==> src/rtl/uart_rcv_8n1.sv <==
// -----------------------------------------------------------------------------
// uart_rcv_8n1
//   UART receiver for a serial 8N1, LSB-first, idle-high line. The receiver
//   delivers one byte per frame together with a sticky rdy flag. The consumer
//   acknowledges the byte by pulsing clr_rdy. A framing error (stop bit
//   sampled low) is reported on frame_err. The byte is still delivered when a
//   framing error occurs.
//
// Ports
//   clk        in   1  system clock, all logic on posedge
//   rst_n      in   1  asynchronous active-low reset
//   RX         in   1  asynchronous serial input, idle high
//   clr_rdy    in   1  consumer acknowledge, clears rdy
//   rdy        out  1  byte available in rx_data (sticky)
//   rx_data    out  8  last completed byte, held until the next completed frame
//   frame_err  out  1  last completed frame had its stop bit sampled low
// -----------------------------------------------------------------------------
module uart_rcv_8n1 #(
  parameter int CLK_FREQ_HZ = 50_000_000,
  parameter int BAUD_RATE   = 9600
) (
  input  logic       clk,
  input  logic       rst_n,
  input  logic       RX,
  input  logic       clr_rdy,
  output logic       rdy,
  output logic [7:0] rx_data,
  output logic       frame_err
);

  localparam int BAUD_DIV = CLK_FREQ_HZ / BAUD_RATE;
  localparam int HALF     = BAUD_DIV / 2;
  localparam int CW       = $clog2(BAUD_DIV + 1);

  localparam logic [CW-1:0] HALF_M1  = CW'(HALF - 1);
  localparam logic [CW-1:0] BAUD_M1  = CW'(BAUD_DIV - 1);
  localparam logic [CW-1:0] CNT_ONE  = CW'(1);
  localparam logic [CW-1:0] CNT_ZERO = CW'(0);

  typedef enum logic [0:0] {
    ST_IDLE    = 1'b0,
    ST_RECEIVE = 1'b1
  } state_t;

  logic          sync1_q;
  logic          rx_s_q;
  state_t        state_q,     state_d;
  logic [CW-1:0] baud_cnt_q,  baud_cnt_d;
  logic [3:0]    bit_cnt_q,   bit_cnt_d;
  logic [7:0]    shift_q,     shift_d;
  logic [7:0]    rx_data_q,   rx_data_d;
  logic          rdy_q,       rdy_d;
  logic          frame_err_q, frame_err_d;
  logic          start_det_s;
  logic          rdy_set_s;

  // Two-flop synchronizer. Both stages preset high so that the reset state
  // looks like an idle line and does not produce a false start.
  always_ff @(posedge clk or negedge rst_n) begin
    if (!rst_n) begin
      sync1_q <= 1'b1;
      rx_s_q  <= 1'b1;
    end else begin
      sync1_q <= RX;
      rx_s_q  <= sync1_q;
    end
  end

  // Next-state logic for the receive FSM, the counters, the shift register and the outputs.
  always_comb begin
    state_d     = state_q;
    baud_cnt_d  = baud_cnt_q;
    bit_cnt_d   = bit_cnt_q;
    shift_d     = shift_q;
    rx_data_d   = rx_data_q;
    frame_err_d = frame_err_q;
    start_det_s = 1'b0;
    rdy_set_s   = 1'b0;

    case (state_q)
      ST_IDLE: begin
        // The first sample therefore lands in the middle of the start bit.
        baud_cnt_d = HALF_M1;
        bit_cnt_d  = 4'd0;
        if (!rx_s_q) begin
          start_det_s = 1'b1;
          state_d     = ST_RECEIVE;
        end else begin
          state_d = ST_IDLE;
        end
      end

      ST_RECEIVE: begin
        if (baud_cnt_q == CNT_ZERO) begin
          baud_cnt_d = BAUD_M1;
          bit_cnt_d  = bit_cnt_q + 4'd1;
          if (bit_cnt_q == 4'd0) begin
            // A start bit that is high at mid-bit was a glitch.
            if (rx_s_q) begin
              state_d = ST_IDLE;
            end else begin
              state_d = ST_RECEIVE;
            end
          end else if (bit_cnt_q <= 4'd8) begin
            shift_d = {rx_s_q, shift_q[7:1]};
          end else begin
            // Stop-bit sample. The FSM goes back to idle at mid-stop-bit,
            // so a back-to-back start edge is not missed.
            rx_data_d   = shift_q;
            frame_err_d = ~rx_s_q;
            rdy_set_s   = 1'b1;
            state_d     = ST_IDLE;
          end
        end else begin
          baud_cnt_d = baud_cnt_q - CNT_ONE;
        end
      end

      default: begin
        state_d    = ST_IDLE;
        baud_cnt_d = HALF_M1;
        bit_cnt_d  = 4'd0;
      end
    endcase

    // Order of precedence: a completed frame sets rdy. A start detect or clr_rdy clears it.
    // A frame cannot complete on the same clock as a start detect.
    if (rdy_set_s) begin
      rdy_d = 1'b1;
    end else if (start_det_s || clr_rdy) begin
      rdy_d = 1'b0;
    end else begin
      rdy_d = rdy_q;
    end
  end

  // State, counter, shift-register and output registers.
  always_ff @(posedge clk or negedge rst_n) begin
    if (!rst_n) begin
      state_q     <= ST_IDLE;
      baud_cnt_q  <= CNT_ZERO;
      bit_cnt_q   <= 4'd0;
      shift_q     <= 8'h00;
      rx_data_q   <= 8'h00;
      rdy_q       <= 1'b0;
      frame_err_q <= 1'b0;
    end else begin
      state_q     <= state_d;
      baud_cnt_q  <= baud_cnt_d;
      bit_cnt_q   <= bit_cnt_d;
      shift_q     <= shift_d;
      rx_data_q   <= rx_data_d;
      rdy_q       <= rdy_d;
      frame_err_q <= frame_err_d;
    end
  end

  assign rdy       = rdy_q;
  assign rx_data   = rx_data_q;
  assign frame_err = frame_err_q;

endmodule
==> config.mk <==
export PLATFORM = sky130hd
export DESIGN_NAME = uart_rcv_8n1
export DESIGN_NICKNAME = d
export VERILOG_FILES = /design/src/rtl/uart_rcv_8n1.sv
export SDC_FILE = /design/constraint.sdc
export NUM_CORES = 1
export LEC_CHECK = 0
export BUFFER_PORTS_ARGS = -buffer_cell sky130_fd_sc_hd__clkbuf_2
export CAP_MARGIN = 20
export CORE_ASPECT_RATIO = 1.75
export CORE_UTILIZATION = 52
export CTS_BUF_LIST = sky130_fd_sc_hd__clkbuf_16
export DETAILED_ROUTE_END_ITERATION = 12
export GPL_ROUTABILITY_DRIVEN = 0
export PLACE_DENSITY = 0.76
export REMOVE_ABC_BUFFERS = 1
export SKIP_LAST_GASP = 1
export SLEW_MARGIN = 20
export SYNTH_ARGS = -nofsm -noshare
export SYNTH_HDL_FRONTEND = slang
export SYNTH_SLANG_ARGS = --single-unit
==> constraint.sdc <==
create_clock -name clk -period 1.6 [get_ports clk]
set_input_delay 0.08 -clock clk [delete_from_list [all_inputs] [get_ports clk]]
set_output_delay 0.08 -clock clk [all_outputs]
set_load 0.01 [all_outputs]
==> results.json, run 1 <==
{
  "grt_overflow": 0,
  "grt_start_max_net_pins": 38,
  "die-area_sq_um": 3520,
  "regArea_sq_um": 955,
  "viasPerCell": 5.37,
  "wire_per_inst_um": 16.4,
  "synth_top_area_cell": "dfrtp_1",
  "postRouteAntennaNets": 0,
  "die_x_um": 45.3,
  "drc_errors": 0,
  "nNetsFinal": 197,
  "htreeDepth": 2,
  "io_buffers": 13,
  "synth_top_area_share_pct": 52.9,
  "cts_buffers": 5,
  "worst_skew_pair.late_latency_ns": 0.28,
  "total_power_mw": 1.90,
  "cts_tree": "done",
  "min_path_type": "input pin to register",
  "drive_above_1_share_pct": 46.3,
  "worst-path-buf-inv": 3,
  "startpoint_type": "register",
  "antenna_found_initial": 0,
  "yosysSeqAreaShare_pct": 56.0,
  "ys_types": 32,
  "slew_violations": 0,
  "areaGrowthSynthToFinish_pct": 36.9,
  "row_count": 27,
  "cts.path.max_buffers": 2,
  "grt_pass1_wl_mm": 5.95,
  "synth_cells": 136,
  "place_inst": 213,
  "crit_chain": "nor4_2 > buf_4 > and4b_1 > buf_6 > buf_12 > nand2_4 > mux2_2",
  "slew-limit-headroom_pct": 69.0,
  "cpLargestDelayFamily": "simple AND/OR/NAND/NOR gates",
  "place_area_sq_um": 1990,
  "fin_ws_ns": -0.266,
  "postSynth.asyncResetShare_pct": 100,
  "cp_slowest_cell": "dfrtp_1",
  "cts_root_buffer": "clkbuf_16",
  "path_clk_slew_ns": 0.05,
  "synth_flop_cell": "dfrtp_1",
  "setup_tns_ns": -5.15,
  "stdcell_count": 233,
  "multiInputGateArea_sq_um": 781,
  "vdd_drop_max_v": 0.000915,
  "grt_use_total_pct": 24.1,
  "critPathArrivalTime_ns": 2.03,
  "fill_cells": 185,
  "p_leak_nw": 1.13,
  "place_ws_ns": -0.188,
  "synthTopCellsByArea": "dfrtp_1 53%, mux2_2 11%, xnor2_1 3.6%, dfstp_2 3.1%, ha_1 2.9%",
  "dp_hpwl_mm": 2.49,
  "synth_edf_count": 0,
  "drt_iter0_drc": 33,
  "fmax_ghz": 0.536,
  "antenna_cells": 0,
  "rsz0062_at_grt": "true",
  "fin_area_sq_um": 2330,
  "cts_sinks": 38,
  "synth_warnings": 0,
  "worst_ep_required_time_ns": 1.76,
  "status": "complete, but fails checks",
  "syn_area_sq_um": 1700,
  "dieHeight_um": 77.7,
  "fin_crit_sh_pct": 117,
  "slowest_delay_ns": 0.40,
  "powerDensity_nw_per_um2": 817,
  "finalHoldViolCount": 0,
  "worstPathMaxFanout": 5,
  "violations": "setup timing",
  "first_global_vias": 1308,
  "ys_ff_latch": 38,
  "start_util_pct": 54.2,
  "period_needed_ns": 1.87,
  "dr_total_vias": 1251,
  "cp-end-kind": "register",
  "setup_viol": 29,
  "first_pass_iters": 4,
  "core_area_sq_um": 3140,
  "syn_area_per_cell_sq_um": 12.5,
  "crit_type": "register to register",
  "worstMarginPinSlew_ns": 0.465,
  "fin_skew_ns": 0.00503,
  "maxCapViolCount": 0,
  "ios": 14,
  "wirelength_mm": 3.82
}
-- final timing paths --
check | startpoint | to | slack [ns] | cells past startpoint
setup reg to reg | baud_cnt_q[8]$_DFF_PN0_ | rx_data[7]$_DFFE_PN0P_ | -0.27 | 7
hold reg to reg | sync1_q$_DFF_PN1_ | rx_s_q$_DFF_PN1_ | 0.36 | 0
min in group asynchronous | rst_n | baud_cnt_q[3]$_DFF_PN0_ | 0.12 | 2
max in group asynchronous | rst_n | sync1_q$_DFF_PN1_ | 0.83 | 3
hold / removal | clr_rdy | rdy$_DFFE_PN0P_ | 0.09 | 4
setup / recovery | baud_cnt_q[8]$_DFF_PN0_ | rx_data[7]$_DFFE_PN0P_ | -0.27 | 7
-- kinds of logic (layout without fill, tap and decap cells) --
| family | count (synthesis) | count (layout) | share of synthesized area (%) |
|---|---|---|---|
| fa+ha+maj | 4 | 4 | 2.94 |
| buf+inv | 11 | 64 | 2.87 |
| compound gates | 17 | 17 | 6.76 |
| xor+xnor | 11 | 11 | 5.66 |
| simple gates | 37 | 38 | 14.0 |
| flops | 38 | 38 | 56.0 |
| mux | 18 | 18 | 11.8 |
-- layout make-up --
class                      count  share of cell area, %
tap                           43                   2.31
multi-input combinational     88                   33.5
sequential                    38                   41.0
inverter                       6                  0.966
timing repair buffer          50                   16.4
clock inverter                 3                  0.483
clock buffer                   5                   5.37
-- synth_stat cells, types with 3 or more instances --
cell,instances
inv_1,6
xnor2_1,7
nor3b_1,4
o21ai_0,5
clkbuf_1,3
o21a_1,6
ha_1,4
dfrtp_1,36
mux2_2,16
nor2_1,7
xor2_1,4
nand2_1,7
nand3_1,6
-- per-layer routing --
metal	track usage (%)	part of all wire, %	vias up
met3	4.65	2.0	9
met5	0	0	-
met4	12.1	2.4	0
met1	25.0	36	637
met2	43.0	60	24
li1	-	-	581
-- worst reg2reg max path, stage by stage (launching register included) --
cell	delay, ns
dfrtp_1	0.40
nor4_2	0.31
buf_4	0.18
and4b_1	0.24
buf_6	0.14
buf_12	0.12
nand2_4	0.07
mux2_2	0.29
-- state kept, by name (all words and copies together), names as in the netlist --
| signal | flops |
|---|---|
| baud_cnt_q | 13 |
| rx_data | 8 |
| shift_q | 8 |
| bit_cnt_q | 4 |
| frame_err | 1 |
| rdy | 1 |
| rx_s_q | 1 |
| state_q | 1 |
| sync1_q | 1 |
-- stage by stage --
| step | util [%] | hold slack [ns] |
|---|---|---|
| after floorplan | - | -0.216 |
| after global placement | 63.4 | -0.136 |
| after detailed placement | 63.4 | -0.137 |
| after CTS | 70.8 | 0.0907 |
| after global routing | 74.2 | 0.102 |
| final | 74.2 | 0.0942 |
-- report_power, final --
part	internal [mW]	switching, mW
Combinational	0.00764	0.0201
Clock	0.559	0.348
Sequential	0.967	0.00179
Total	1.53	0.370
-- cells in the final DEF, fill, tap and decap left out, types with 3 or more instances in the layout --
master	instances
nor2_1	6
mux2_2	16
clkbuf_2	13
clkbuf_16	5
dfrtp_1	35
inv_1	6
xnor2_1	7
buf_4	28
o21a_1	6
buf_6	6
nand2_1	7
nand3_1	6
o21ai_1	3
xor2_1	4
-- what timing repair did --
item / 4_1_cts / 5_1_grt
endpoints found under the hold margin: 37 / 0
endpoints found under the setup margin: 30 / 34
resized for setup: 11 / 14
gates cloned: 0 / 1
buffers inserted: 5 / 6
hold buffers: 2 / 0
pin swaps: 3 / 8
No activity file was read; power rests on OpenSTA's default activity.
==> run 2, diff against run 1 <==
Settings changed: CORE_UTILIZATION 52 to 58, PLACE_DENSITY 0.76 to 0.8.
Clock period 1.6 ns to 2.12 ns, I/O delays scaled along.
==> run 2 against run 1 <==
  * The flow now finishes without violations
  * Power down 11%
  * Die area shrank 10%
  * Sequential share of layout area up 5.9 points
  * Via count shrank 12%
  * Clock-buffer cell count unchanged
  * Largest cell class unchanged
==> results.json, run 2 (synthesized netlist as in run 1, its figures left out) <==
{
  "switching_power_mw": 0.298,
  "postRouteAntennaNets": 0,
  "cpLargestDelayFamily": "simple AND/OR/NAND/NOR gates",
  "status": "finished, final reports clean",
  "crit_chain": "nor4_1 > and4b_1 > nand3_4 > mux2_2",
  "core_area_sq_um": 2750,
  "nNetsFinal": 168,
  "ios": 14,
  "startpoint_type": "register",
  "grt_use_total_pct": 24.9,
  "drive_above_1_share_pct": 29.8,
  "cts_root_buffer": "clkbuf_16",
  "dieHeight_um": 73.7,
  "largest_register_ffs": 13,
  "multiInputGateArea_sq_um": 701,
  "slew-limit-headroom_pct": 40.0,
  "grt_overflow": 0,
  "cp-end-kind": "register",
  "sw_frac_of_total_pct": 17.5,
  "regArea_sq_um": 953,
  "areaGrowthSynthToFinish_pct": 19.6,
  "path_clk_slew_ns": 0.06,
  "die-area_sq_um": 3170,
  "ctsHoldBuffers": 2,
  "cts_tree": "done",
  "total_power_mw": 1.70,
  "cts_sinks": 38,
  "internal_power_mw": 1.40,
  "cts.path.max_buffers": 2,
  "drt_iter0_drc": 34,
  "finalHoldViolCount": 0,
  "p_leak_nw": 0.990,
  "antenna_found_initial": 0,
  "worstMarginPinSlew_ns": 0.900,
  "largest_register": "baud_cnt_q",
  "worst_ep_required_time_ns": 2.28,
  "period_needed_ns": 1.91,
  "worst_skew_pair.late_latency_ns": 0.29,
  "first_pass_iters": 4,
  "cts_buffers": 5,
  "ff2ff_setup_slack_ns": 0.21,
  "wire_per_inst_um": 17.1,
  "slowest_delay_ns": 0.43,
  "final_cell_mix": "36 x dfrtp_1, 16 x mux2_2, 13 x clkbuf_2",
  "dp_hpwl_mm": 2.23,
  "crit_type": "register to register",
  "min_path_type": "input pin to register",
  "final_common_cell": "dfrtp_1",
  "worstPathMaxFanout": 8,
  "start_util_pct": 61.9,
  "cts_setup_buffers": 0,
  "drc_errors": 0,
  "seqPwrFrac_pct": 43.0,
  "first_global_vias": 1242,
  "setup_tns_ns": 0,
  "htreeDepth": 2,
  "io_buffers": 13,
  "worst-path-buf-inv": 0,
  "fin_crit_sh_pct": 90.0,
  "fin_skew_ns": 0.00872,
  "grt_pass1_wl_mm": 5.66,
  "viasPerCell": 5.87,
  "maxCapViolCount": 0,
  "slew_violations": 0,
  "dr_total_vias": 1103,
  "die_x_um": 43.0,
  "setup_viol": 0,
  "wirelength_mm": 3.22,
  "row_count": 25,
  "fmax_ghz": 0.524,
  "grt_start_max_net_pins": 39,
  "ctsResizeCount": 0,
  "cp_slowest_cell": "nor4_1",
  "vdd_drop_max_v": 0.000599,
  "power_frac_clock_pct": 55.9,
  "antenna_cells": 0,
  "fill_cells": 210,
  "rsz0062_at_grt": "false",
  "p_comb_share_pct": 1.1,
  "critPathArrivalTime_ns": 2.07,
  "powerDensity_nw_per_um2": 835
}
==> run 2: cell count changes in the layout (fill, tap and decap cells not counted), sizes merged <==
| cell | before | now |
|---|---|---|
| buf | 35 | 7 |
| bufinv | 0 | 2 |
| inv | 8 | 6 |
| nand2 | 9 | 8 |
==> run 2: cell type report <==
cell class	instances	share of cell area (%)
clock buffers	5	6.14
clock inverters	3	3.13
inverters	6	1.11
multi-input cells	87	34.4
flip-flops and latches	38	46.8
well taps	27	1.66
repair buffers	22	6.76
==> run 2: metrics by stage <==
step / utilization [%] / worst slack, ns / hold slack, ns / instances / cell area, sq um
final: 74.0 / 0.212 / 0.109 / 188 / 2040
after global placement: 66.4 / 0.295 / 0.195 / 178 / 1830
after floorplan: - / 0.146 / -0.190 / 131 / 1680
after global routing: 74.0 / 0.107 / 0.128 / 188 / 2040
after detailed placement: 66.4 / 0.242 / 0.198 / 178 / 1830
after CTS: 74.0 / 0.211 / 0.107 / 188 / 2040
==> run 2: worst register-to-register path: stages, from the launching register on <==
cell	delay, ns
dfrtp_1	0.42
nor4_1	0.43
and4b_1	0.43
nand3_4	0.20
mux2_2	0.32
==> run 2: metal layers <==
| metal | GRT usage [%] | share of wire [%] |
|---|---|---|
| met1 | 25.2 | 39 |
| met2 | 45.6 | 56 |
| met3 | 7.37 | 3.0 |
| met4 | 11.4 | 2.2 |
| met5 | 0 | 0 |
==> run 2: final timing paths <==
kind | startpoint | endpoint | cells past startpoint
max in group asynchronous | rst_n | rdy$_DFFE_PN0P_ | 2
min in group asynchronous | rst_n | baud_cnt_q[7]$_DFF_PN0_ | 2
hold reg to reg | sync1_q$_DFF_PN1_ | rx_s_q$_DFF_PN1_ | 0
hold / removal | clr_rdy | rdy$_DFFE_PN0P_ | 4
setup reg to reg | baud_cnt_q[9]$_DFF_PN0_ | shift_q[0]$_DFFE_PN0P_ | 4
setup / recovery | baud_cnt_q[9]$_DFF_PN0_ | shift_q[0]$_DFFE_PN0P_ | 4
==> run 2: power by group through the flow <==
stage | registers (mW) | clock network (mW) | logic (mW)
CTS | 0.731 | 0.960 | 0.0197
detailed placement | 0.744 | 0 | 0.0166
finish | 0.731 | 0.952 | 0.0186
global route | 0.731 | 0.992 | 0.0220
global placement | 0.743 | 0 | 0.0163
floorplan | 0.743 | 0 | 0.000410
